$ cat src/rtl/id_ex_register_pkg.sv
// rtl/id_ex_register_pkg.sv - ID/EX control-word layout, instruction fields and opcodes
package id_ex_register_pkg;

    localparam int CTRL_W    = 9;
    localparam int EX_W      = 4;
    localparam int MEM_W     = 3;
    localparam int WB_W      = 2;

    localparam int EX_MSB    = 8;
    localparam int EX_LSB    = 5;
    localparam int MEM_MSB   = 4;
    localparam int MEM_LSB   = 2;
    localparam int WB_MSB    = 1;
    localparam int WB_LSB    = 0;

    // MEM field is {Branch, MemRead, MemWrite}
    localparam int MEM_READ_BIT = 1;

    localparam int INSTR_W   = 32;
    localparam int RS_MSB    = 25;
    localparam int RS_LSB    = 21;
    localparam int RT_MSB    = 20;
    localparam int RT_LSB    = 16;
    localparam int RD_MSB    = 15;
    localparam int RD_LSB    = 11;
    localparam int SPEC_W    = 5;

    localparam logic [5:0] OP_RTYPE = 6'd0;
    localparam logic [5:0] OP_LW    = 6'd35;
    localparam logic [5:0] OP_SW    = 6'd43;
    localparam logic [5:0] OP_BEQ   = 6'd4;

    function automatic logic [SPEC_W-1:0] instr_rs(input logic [INSTR_W-1:0] instr);
        return instr[RS_MSB:RS_LSB];
    endfunction

    function automatic logic [SPEC_W-1:0] instr_rt(input logic [INSTR_W-1:0] instr);
        return instr[RT_MSB:RT_LSB];
    endfunction

    function automatic logic [SPEC_W-1:0] instr_rd(input logic [INSTR_W-1:0] instr);
        return instr[RD_MSB:RD_LSB];
    endfunction

endpackage

$ cat src/rtl/id_ex_register_if.sv
// rtl/id_ex_register_if.sv - ID-side inputs and EX-side outputs of the ID/EX register
interface id_ex_register_if #(
    parameter int DATA_W = 32,
    parameter int REG_W  = 5
);
    logic [8:0]        inControl;
    logic [31:0]       inInstruction;
    logic [DATA_W-1:0] inPC4;
    logic [DATA_W-1:0] inReadData1;
    logic [DATA_W-1:0] inReadData2;
    logic [DATA_W-1:0] inSignExt;
    logic              inFlush;
    logic              inHalt;

    logic [3:0]        outEX;
    logic [2:0]        outMEM;
    logic [1:0]        outWB;
    logic [DATA_W-1:0] outPC4;
    logic [DATA_W-1:0] outReadData1;
    logic [DATA_W-1:0] outReadData2;
    logic [DATA_W-1:0] outSignExt;
    logic [REG_W-1:0]  outRs;
    logic [REG_W-1:0]  outRt;
    logic [REG_W-1:0]  outRd;
    logic              outStall;

    modport master (
        output inControl, inInstruction, inPC4, inReadData1, inReadData2, inSignExt,
               inFlush, inHalt,
        input  outEX, outMEM, outWB, outPC4, outReadData1, outReadData2, outSignExt,
               outRs, outRt, outRd, outStall
    );

    modport slave (
        input  inControl, inInstruction, inPC4, inReadData1, inReadData2, inSignExt,
               inFlush, inHalt,
        output outEX, outMEM, outWB, outPC4, outReadData1, outReadData2, outSignExt,
               outRs, outRt, outRd, outStall
    );
endinterface

$ cat src/rtl/id_ex_register_load_use_detector.sv
// rtl/id_ex_register_load_use_detector.sv - combinational load-use compare against the EX-stage load
module load_use_detector #(
    parameter int REG_W = 5
) (
    input  logic             mem_read_i,
    input  logic [REG_W-1:0] ex_rt_i,
    input  logic [REG_W-1:0] id_rs_i,
    input  logic [REG_W-1:0] id_rt_i,
    output logic             hazard_o
);
    // $0 is hardwired, so a load targeting it never creates a dependency
    assign hazard_o = mem_read_i
                    & (ex_rt_i != '0)
                    & ((ex_rt_i == id_rs_i) | (ex_rt_i == id_rt_i));
endmodule

$ cat src/rtl/id_ex_register.sv
// rtl/id_ex_register.sv - ID/EX pipeline register with load-use bubble and flush squash
// Build option: LOAD_USE_HAZARD_EN enables the load-use detector and stall output.
module id_ex_register
    import id_ex_register_pkg::*;
#(
    parameter int DATA_W = 32,
    parameter int REG_W  = 5
) (
    input  logic             clk,
    input  logic             rst,
    id_ex_register_if.slave  bus
);
    logic [EX_W-1:0]   ex_q,   ex_d;
    logic [MEM_W-1:0]  mem_q,  mem_d;
    logic [WB_W-1:0]   wb_q,   wb_d;
    logic [DATA_W-1:0] pc4_q,  pc4_d;
    logic [DATA_W-1:0] rd1_q,  rd1_d;
    logic [DATA_W-1:0] rd2_q,  rd2_d;
    logic [DATA_W-1:0] sx_q,   sx_d;
    logic [REG_W-1:0]  rs_q,   rs_d;
    logic [REG_W-1:0]  rt_q,   rt_d;
    logic [REG_W-1:0]  rd_q,   rd_d;

    logic [REG_W-1:0]  id_rs;
    logic [REG_W-1:0]  id_rt;
    logic [REG_W-1:0]  id_rd;
    logic              hazard;

    assign id_rs = REG_W'(instr_rs(bus.inInstruction));
    assign id_rt = REG_W'(instr_rt(bus.inInstruction));
    assign id_rd = REG_W'(instr_rd(bus.inInstruction));

`ifdef LOAD_USE_HAZARD_EN
    load_use_detector #(
        .REG_W (REG_W)
    ) u_load_use_detector (
        .mem_read_i (mem_q[MEM_READ_BIT]),
        .ex_rt_i    (rt_q),
        .id_rs_i    (id_rs),
        .id_rt_i    (id_rt),
        .hazard_o   (hazard)
    );
`else
    assign hazard = 1'b0;
`endif

    // A flush already squashes the stage, so the front end need not hold
    assign bus.outStall = hazard & ~bus.inFlush;

    always_comb begin
        ex_d  = ex_q;
        mem_d = mem_q;
        wb_d  = wb_q;
        pc4_d = pc4_q;
        rd1_d = rd1_q;
        rd2_d = rd2_q;
        sx_d  = sx_q;
        rs_d  = rs_q;
        rt_d  = rt_q;
        rd_d  = rd_q;
        if (!bus.inHalt) begin
            pc4_d = bus.inPC4;
            rd1_d = bus.inReadData1;
            rd2_d = bus.inReadData2;
            sx_d  = bus.inSignExt;
            rs_d  = id_rs;
            rt_d  = id_rt;
            rd_d  = id_rd;
            if (bus.inFlush || hazard) begin
                ex_d  = '0;
                mem_d = '0;
                wb_d  = '0;
            end else begin
                ex_d  = bus.inControl[EX_MSB:EX_LSB];
                mem_d = bus.inControl[MEM_MSB:MEM_LSB];
                wb_d  = bus.inControl[WB_MSB:WB_LSB];
            end
        end
    end

    always_ff @(posedge clk) begin
        if (!rst) begin
            ex_q  <= '0;
            mem_q <= '0;
            wb_q  <= '0;
            pc4_q <= '0;
            rd1_q <= '0;
            rd2_q <= '0;
            sx_q  <= '0;
            rs_q  <= '0;
            rt_q  <= '0;
            rd_q  <= '0;
        end else begin
            ex_q  <= ex_d;
            mem_q <= mem_d;
            wb_q  <= wb_d;
            pc4_q <= pc4_d;
            rd1_q <= rd1_d;
            rd2_q <= rd2_d;
            sx_q  <= sx_d;
            rs_q  <= rs_d;
            rt_q  <= rt_d;
            rd_q  <= rd_d;
        end
    end

    assign bus.outEX        = ex_q;
    assign bus.outMEM       = mem_q;
    assign bus.outWB        = wb_q;
    assign bus.outPC4       = pc4_q;
    assign bus.outReadData1 = rd1_q;
    assign bus.outReadData2 = rd2_q;
    assign bus.outSignExt   = sx_q;
    assign bus.outRs        = rs_q;
    assign bus.outRt        = rt_q;
    assign bus.outRd        = rd_q;
endmodule

$ cat src/flat_wrapper.sv
// flat-port wrapper written by rule: the top's interface ports become plain ports
module id_ex_register_flat import id_ex_register_pkg::*;
#(
    parameter int DATA_W = 32,
    parameter int REG_W  = 5
)
  (clk, rst, bus_inControl, bus_inInstruction, bus_inPC4, bus_inReadData1, bus_inReadData2, bus_inSignExt, bus_inFlush, bus_inHalt, bus_outEX, bus_outMEM, bus_outWB, bus_outPC4, bus_outReadData1, bus_outReadData2, bus_outSignExt, bus_outRs, bus_outRt, bus_outRd, bus_outStall);
  id_ex_register_if #(.DATA_W(DATA_W), .REG_W(REG_W)) bus_i ();
  input  logic clk;
  input  logic rst;
  input wire logic [$bits(bus_i.inControl)-1:0] bus_inControl;
  input wire logic [$bits(bus_i.inInstruction)-1:0] bus_inInstruction;
  input wire logic [$bits(bus_i.inPC4)-1:0] bus_inPC4;
  input wire logic [$bits(bus_i.inReadData1)-1:0] bus_inReadData1;
  input wire logic [$bits(bus_i.inReadData2)-1:0] bus_inReadData2;
  input wire logic [$bits(bus_i.inSignExt)-1:0] bus_inSignExt;
  input wire logic [$bits(bus_i.inFlush)-1:0] bus_inFlush;
  input wire logic [$bits(bus_i.inHalt)-1:0] bus_inHalt;
  output wire logic [$bits(bus_i.outEX)-1:0] bus_outEX;
  output wire logic [$bits(bus_i.outMEM)-1:0] bus_outMEM;
  output wire logic [$bits(bus_i.outWB)-1:0] bus_outWB;
  output wire logic [$bits(bus_i.outPC4)-1:0] bus_outPC4;
  output wire logic [$bits(bus_i.outReadData1)-1:0] bus_outReadData1;
  output wire logic [$bits(bus_i.outReadData2)-1:0] bus_outReadData2;
  output wire logic [$bits(bus_i.outSignExt)-1:0] bus_outSignExt;
  output wire logic [$bits(bus_i.outRs)-1:0] bus_outRs;
  output wire logic [$bits(bus_i.outRt)-1:0] bus_outRt;
  output wire logic [$bits(bus_i.outRd)-1:0] bus_outRd;
  output wire logic [$bits(bus_i.outStall)-1:0] bus_outStall;
  assign bus_i.inControl = bus_inControl;
  assign bus_i.inInstruction = bus_inInstruction;
  assign bus_i.inPC4 = bus_inPC4;
  assign bus_i.inReadData1 = bus_inReadData1;
  assign bus_i.inReadData2 = bus_inReadData2;
  assign bus_i.inSignExt = bus_inSignExt;
  assign bus_i.inFlush = bus_inFlush;
  assign bus_i.inHalt = bus_inHalt;
  assign bus_outEX = bus_i.outEX;
  assign bus_outMEM = bus_i.outMEM;
  assign bus_outWB = bus_i.outWB;
  assign bus_outPC4 = bus_i.outPC4;
  assign bus_outReadData1 = bus_i.outReadData1;
  assign bus_outReadData2 = bus_i.outReadData2;
  assign bus_outSignExt = bus_i.outSignExt;
  assign bus_outRs = bus_i.outRs;
  assign bus_outRt = bus_i.outRt;
  assign bus_outRd = bus_i.outRd;
  assign bus_outStall = bus_i.outStall;
  id_ex_register #(.DATA_W(DATA_W), .REG_W(REG_W)) u_core (.clk(clk), .rst(rst), .bus(bus_i));
endmodule
$ cat config.mk
export PLATFORM = sky130hd
export DESIGN_NAME = id_ex_register_flat
export DESIGN_NICKNAME = d
export VERILOG_FILES = /design/src/rtl/id_ex_register_pkg.sv /design/src/rtl/id_ex_register_if.sv /design/src/rtl/id_ex_register_load_use_detector.sv /design/src/rtl/id_ex_register.sv /design/src/flat_wrapper.sv
export SDC_FILE = /design/constraint.sdc
export NUM_CORES = 1
export LEC_CHECK = 0
export CAP_MARGIN = 20
export CORE_ASPECT_RATIO = 0.7
export CORE_MARGIN = 1
export CORE_UTILIZATION = 41
export DETAILED_ROUTE_END_ITERATION = 8
export PLACE_DENSITY = 0.94
export SLEW_MARGIN = 20
export SYNTH_ARGS = -nofsm -noshare
export SYNTH_HDL_FRONTEND = slang
export SYNTH_HIERARCHICAL = 1
export SYNTH_SLANG_ARGS = --single-unit
$ cat constraint.sdc
create_clock -name clk -period 2.25 [get_ports clk]
set_input_delay 0.5625 -clock clk [delete_from_list [all_inputs] [get_ports clk]]
set_output_delay 0.5625 -clock clk [all_outputs]
set_load 0.03 [all_outputs]
# --- After elaboration in Yosys (flattened, before gate mapping) ---
# Index checks and enable logic that the tools add are counted.
op_classes:
  muxes: 3
ops:
  columns: ["operator", "count"]
  rows:
  - ["4-bit 2-to-1 mux", 1]
  - ["3-bit 2-to-1 mux", 1]
  - ["2-bit 2-to-1 mux", 1]
word_totals:
  regBits: 152
  input_bits: 173
  output_inout_bits: 153
  elab_cells: 13

# --- Logic depth before layout (Yosys ltp) ---
# Gate-level depths: netlist of the first run.
depth:
  ltp_word: 1
  ltp_mapped: 5
  mapped_depth_nobuf: 2

# --- Least setup slack after synthesis of the first run ---
# Ideal clock, no wire load.
synth_path:
  kind: "input-to-reg"
  from: "input bus_inHalt"
  to: "register u_core.pc4_q[0] (netlist: u_core/bus.outPC4[0])"
  setup_ns: 0.116
  t_arrival_ns: 1.232
  t_required_ns: 2.134
  path_slack_ns: 0.901
  path_stages: 5
  n_path_buf: 3
  cell_sequence: "buf_4 buf_6 buf_6 mux2i_1 nor2b_1"
synth_lines:
  columns: ["item", "line_no", "text"]
  rows:
  - ["start, declared", "flat_wrapper.sv:18", "input wire logic [$bits(bus_i.inHalt)-1:0] bus_inHalt;"]
  - ["end signal, assigned", "id_ex_register.sv:97", "pc4_q <= pc4_d;"]
  - ["end, declared", "id_ex_register.sv:16", "logic [DATA_W-1:0] pc4_q, pc4_d;"]

# --- Final worst setup path of the first run ---
layout_path:
  from: "register u_core.sx_q[24] (netlist: u_core/bus.outSignExt[24])"
  to: "output bus_outSignExt[24]"
layout_lines:
  columns: ["item", "line_no", "text"]
  rows:
  - ["start, declared", "id_ex_register.sv:19", "logic [DATA_W-1:0] sx_q, sx_d;"]
  - ["start signal, assigned", "id_ex_register.sv:89", "sx_q <= '0;"]
  - ["start signal, assigned", "id_ex_register.sv:100", "sx_q <= sx_d;"]
  - ["end, declared", "flat_wrapper.sv:25", "output wire logic [$bits(bus_i.outSignExt)-1:0] bus_outSignExt;"]
# No word-level cell between the ends.

==> run metrics, run 1 <==
# rows 35; Reg2Reg Setup Slack 1550 ps; relative slew slack 59.67%; global-route wire length before repair 23360 um; Remaining Overflow, GRT 0; Residual DRC 0; Final Hold Viols 0; largest net degree at the start of global routing 81; Util after Layout 71.13%; Die H 101 um; via count 4560; Initial Utilization 42.84%; first-iteration detailed-routing DRC count 134; Flop pwr share 40.1%; Int Power 0.005496 W; setup TNS 0 ps; Final period util 89.30%; critical path class reg2out; clk_lat worst skew 390 ps; Layout area overhead 66.04%; max-capacitance violation count 0; final period demand of the worst path 2009 ps; critical path cell sequence clkdlybuf4s50_1; Antenna diodes 0; number of vias per cell 4.588; Clock Skews 0 ps; fin nets 972; switching part of the total 24.69%; fraction of the yosys area taken by sequential cells 53.01%; critical path's top delay family buffers and inverters; I/O pins 326; peak supply drop 0.5398 mV; Syn Inst Count 503; gr usage total 21.18%; routability cong. 0.7523; post-synthesis register bit count 152; Post-Synthesis Cell Area 5741 um^2; Max stage delay on crit path 710 ps; HP Class reg2reg; total core area 13400 um^2; layout cells sized above 1 4.821%; Pwr Density 765.7 nW/um^2; Antenna Violating Nets Remaining 0; Hold WS 469.8 ps; CTS Buf Count 17; final setup fails 0; antenna violations before repair 0; commonest cells after routing, fill and taps aside clkdlybuf4s50_1 (305), dfxtp_1 (152), mux2i_1 (143), nor2b_1 (143), clkbuf_16 (17); unrepaired setup endpoints after global routing false; Fill cells 954; # clock sinks 152; Max Slew Vio Count 0; Leak 3.899 nW; Horiz. Die Dim 143.4 um; startpoint types flop; Comb power frac 18.1%; outcome finished clean; syn nets 676; Routed Wire Length 15670 um; TritonRoute pass-1 iters 4; Longest Clk Path Bufs 2; CTS clk-pin slew, worst paths 60 ps; worst-margin pin slew 604.9 ps; Avg Synthesized Cell Area 11.41 um^2; fmax 0.4977 GHz; Worst Path Buf+Inv 1; Crit-path slowest cell clkdlybuf4s50_1; dpl hpwl 11600 um; CTS tree done; setup bufs post-CTS 0; # port buffers 307; Hold-fix buffers, CTS 0; Synth cell types 14; clock root buffer clkbuf_16; most common cell after layout, fill and taps aside clkdlybuf4s50_1; die area 14490 um^2; post-CTS sizing 0; Worst Path Max Fanout 2; Yosys warning count 6; number of global-route vias before repair 4717; H-tree levels 4; switching pwr 0.001802 W; power share of the clock group 41.7%; WP data required 1690 ps; worst endpoint data arrival time 1450 ps; critical path capture point type output pin; post-DR wirelength/cell 15.76 um
[stage by stage]
step / power [W] / area [um^2] / setup WS (ps) / instances
floorplan: 0.003661 / 5741 / 901.3 / 503
global placement: 0.004275 / 8904 / 468.4 / 965
detailed placement: 0.004313 / 8904 / 413.6 / 965
CTS: 0.007379 / 9532 / 190.0 / 994
global route: 0.007574 / 9532 / 162.3 / 994
finish: 0.007298 / 9532 / 240.8 / 994
[Yosys cell counts (all sizes together)]
master / count / area [um^2]
a31o: 1 / 8.760
buf: 21 / 172.7
clkbuf: 16 / 60.06
conb: 1 / 3.750
dfxtp: 152 / 3043
mux2i: 143 / 1431
nand2: 8 / 30.03
nand3: 8 / 40.04
nor2b: 143 / 894.6
nor4bb: 1 / 10.01
o21ai: 8 / 40.04
or2: 1 / 6.260
[power groups by stage]
stage / Sequential (W) / Clock, W / Combinational [W]
final: 0.00293 / 0.00305 / 0.00132
after global routing: 0.00295 / 0.00323 / 0.00139
after CTS: 0.00293 / 0.00312 / 0.00133
after detailed placement: 0.00299 / 0 / 0.00132
after global placement: 0.00298 / 0 / 0.00130
after floorplan: 0.00330 / 0 / 0.000365
[flip-flops by register name (all words and copies together) (netlist names)]
signal	cells
u_core/bus.outEX	4
u_core/bus.outMEM	3
u_core/bus.outPC4	32
u_core/bus.outRd	5
u_core/bus.outReadData1	32
u_core/bus.outReadData2	32
u_core/bus.outRs	5
u_core/bus.outRt	5
u_core/bus.outSignExt	32
u_core/bus.outWB	2
[cells by family after synthesis]
family                 after synthesis  synth area share, %
AO/OA/AOI/OAI                        9               0.8501
buffers and inverters               37                4.054
flip-flops                         152                53.01
multiplexers                       143                24.93
other                                1              0.06533
AND/OR/NAND/NOR                    161                17.09
[final cells by class]
cell class | instances | area, um^2 | area share (%)
Clock buffer | 17 | 425.4 | 4.463
Clock inverter | 12 | 202.7 | 2.127
Timing Repair Buffer | 314 | 3164 | 33.20
Sequential cell | 152 | 3043 | 31.92
Multi-Input combinational cell | 314 | 2465 | 25.86
Tap cell | 185 | 231.5 | 2.428
[worst paths after layout]
check	cells after the start	startpoint	end
worst max-delay path	1	u_core/bus.outSignExt[24]$_SDFFE_PN0N_	bus_outSignExt[24]
worst min-delay path	2	u_core/bus.outEX[0]$_SDFFE_PN0N_	u_core/bus.outEX[0]$_SDFFE_PN0N_
worst max register to register	2	u_core/bus.outReadData2[18]$_SDFFE_PN0N_	u_core/bus.outReadData2[18]$_SDFFE_PN0N_
worst min register to register	2	u_core/bus.outEX[0]$_SDFFE_PN0N_	u_core/bus.outEX[0]$_SDFFE_PN0N_
[tightest hold or removal path, delay by kind of cell, from the launching register on]
family             cells  cell delay (ps)
AOI/OAI and AO/OA      1               60
DFF                    1              310
and+or+nand+nor        1               60
[routing by layer]
| layer | vias to the layer above | part of all wire, % | global-route usage, % |
|---|---|---|---|
| met4 | 0 | 2.2 | 9.165 |
| met5 | - | 0 | 0 |
| met3 | 34 | 9.6 | 8.836 |
| met2 | 187 | 50 | 37.71 |
| met1 | 2085 | 38 | 21.89 |
| li1 | 2254 | - | - |
Note: power is estimated with default switching activity, not from simulation.
==> run 2, diff against run 1 <==
Settings changed: CAP_MARGIN 20 to 10, SKIP_LAST_GASP set to 1.
==> results of run 2 <==
Same layout as run 1: the final DEF is identical, and so are final timing and power.
==> run 3, diff against run 2 <==
Settings changed: CORE_MARGIN 1 to 5, MAX_ROUTING_LAYER set to met4.
==> run 3 against run 2 <==
  * Register-to-register slack about the same
  * Wire length is 6.9% higher
  * Critical path depth unchanged
  * Highest routed layer unchanged
  * Sequential share of layout area grew 0.092 points
  * Fmax is 0.92% lower
  * Combinational power hardly changed
==> run metrics, run 3 (synthesis results as in run 1) <==
WP data required 1690 ps; Layout area overhead 65.56%; routability cong. 0.7328; unrepaired setup endpoints after global routing false; Max stage delay on crit path 710 ps; startpoint types flop; first-iteration detailed-routing DRC count 119; CTS Buf Count 17; Int Power 0.005219 W; post-DR wirelength/cell 16.69 um; critical path's top delay family buffers and inverters; Design Area, Final 9504 um^2; total core area 13830 um^2; Max Slew Vio Count 0; die area 16510 um^2; critical path cell sequence clkdlybuf4s50_1; power share of the clock group 39.8%; Crit-path slowest cell clkdlybuf4s50_1; Longest Clk Path Bufs 2; Die H 109 um; fmax 0.4931 GHz; number of global-route vias before repair 4824; layout cells sized above 1 5.043%; number of vias per cell 4.507; Hold-fix buffers, CTS 0; # rows 36; peak supply drop 0.4883 mV; # clock sinks 152; post-placement cell count 971; relative slew slack 63.74%; TritonRoute pass-1 iters 4; Worst Path Max Fanout 2; worst-margin pin slew 544.0 ps; fin nets 973; Pwr Density 743.2 nW/um^2; Antenna Violating Nets Remaining 0; Final period util 90.13%; clk_lat worst skew 390 ps; max-capacitance violation count 0; Area after DPL 8917 um^2; I/O pins 326; Final Hold Viols 0; gr usage total 19.93%; Remaining Overflow, GRT 0; H-tree levels 4; # port buffers 307; power consumption 0.007064 W; critical path class reg2out; largest net degree at the start of global routing 86; Horiz. Die Dim 151.4 um; Residual DRC 0; switching pwr 0.001845 W; Flop pwr share 41.5%; dpl hpwl 12720 um; Antenna diodes 0; global-route wire length before repair 24840 um; worst endpoint data arrival time 1470 ps; Clock Skews 0 ps; HP Class reg2reg; via count 4521; post-CTS sizing 0; Finished Layout Cells 1003; clock root buffer clkbuf_16; setup bufs post-CTS 0; most common cell after layout, fill and taps aside clkdlybuf4s50_1; Reg2Reg Setup Slack 1560 ps; Routed Wire Length 16740 um; commonest cells after routing, fill and taps aside clkdlybuf4s50_1 (305), dfxtp_1 (152), mux2i_1 (143), nor2b_1 (143), clkbuf_16 (17); setup TNS 0 ps; antenna violations before repair 0; outcome finished clean; CTS clk-pin slew, worst paths 60 ps; Initial Utilization 41.51%; Util after Layout 68.73%; switching part of the total 26.11%; critical path capture point type output pin; Worst Path Buf+Inv 1; Leak 3.866 nW; final setup fails 0; CTS tree done; final period demand of the worst path 2028 ps; Comb power frac 18.8%
-- run 3: changes by cell type in the layout (fill, tap and decap cells not counted) --
cell and change:
clkinvlp_4 +5, clkinv_4 -3, clkbuf_1 +2, clkinv_2 -2, inv_6 +3, clkbuf_8 +1, bufinv_16 -3, buf_4 +1
-- run 3: power by group through the flow --
stage	Combinational (W)	Sequential [W]	Clock (W)
4_1_cts	0.00134	0.00293	0.00289
3_3_place_gp	0.00131	0.00298	0
3_5_place_dp	0.00133	0.00299	0
5_1_grt	0.00140	0.00295	0.00300
6_report	0.00133	0.00293	0.00281
2_1_floorplan	0.000365	0.00330	0
-- run 3: final cells by class --
cell class	count	area (um^2)
sequential	152	3043
fill	1044	4324
timing repair buffer	315	3172
tap	190	237.7
clock buffer	20	446.7
clock inverter	12	140.1
multi-input combinational	314	2465
-- run 3: routing by layer --
layer,wire length [um],vias up,GRT usage (%)
met3,1886,10,9.182
met5,0,-,-
met1,6134,2073,20.14
li1,-,2257,-
met4,160,0,4.981
met2,8559,181,35.18
-- run 3: stage by stage --
stage / hold slack (ps) / worst slack, ps
after CTS: 478.0 / 196.3
after detailed placement: 468.7 / 428.4
after global routing: 510.1 / 149.6
final: 477.2 / 222.1
after floorplan: 584.8 / 901.3
after global placement: 442.9 / 477.3
-- run 3: path summary, 6_finish.rpt --
check / startpoint / endpoint / cells past startpoint
hold / removal: u_core/bus.outEX[0]$_SDFFE_PN0N_ / u_core/bus.outEX[0]$_SDFFE_PN0N_ / 2
setup / recovery: u_core/bus.outReadData2[3]$_SDFFE_PN0N_ / bus_outReadData2[3] / 1
hold reg to reg: u_core/bus.outEX[0]$_SDFFE_PN0N_ / u_core/bus.outEX[0]$_SDFFE_PN0N_ / 2
setup reg to reg: u_core/bus.outReadData1[27]$_SDFFE_PN0N_ / u_core/bus.outReadData1[27]$_SDFFE_PN0N_ / 2
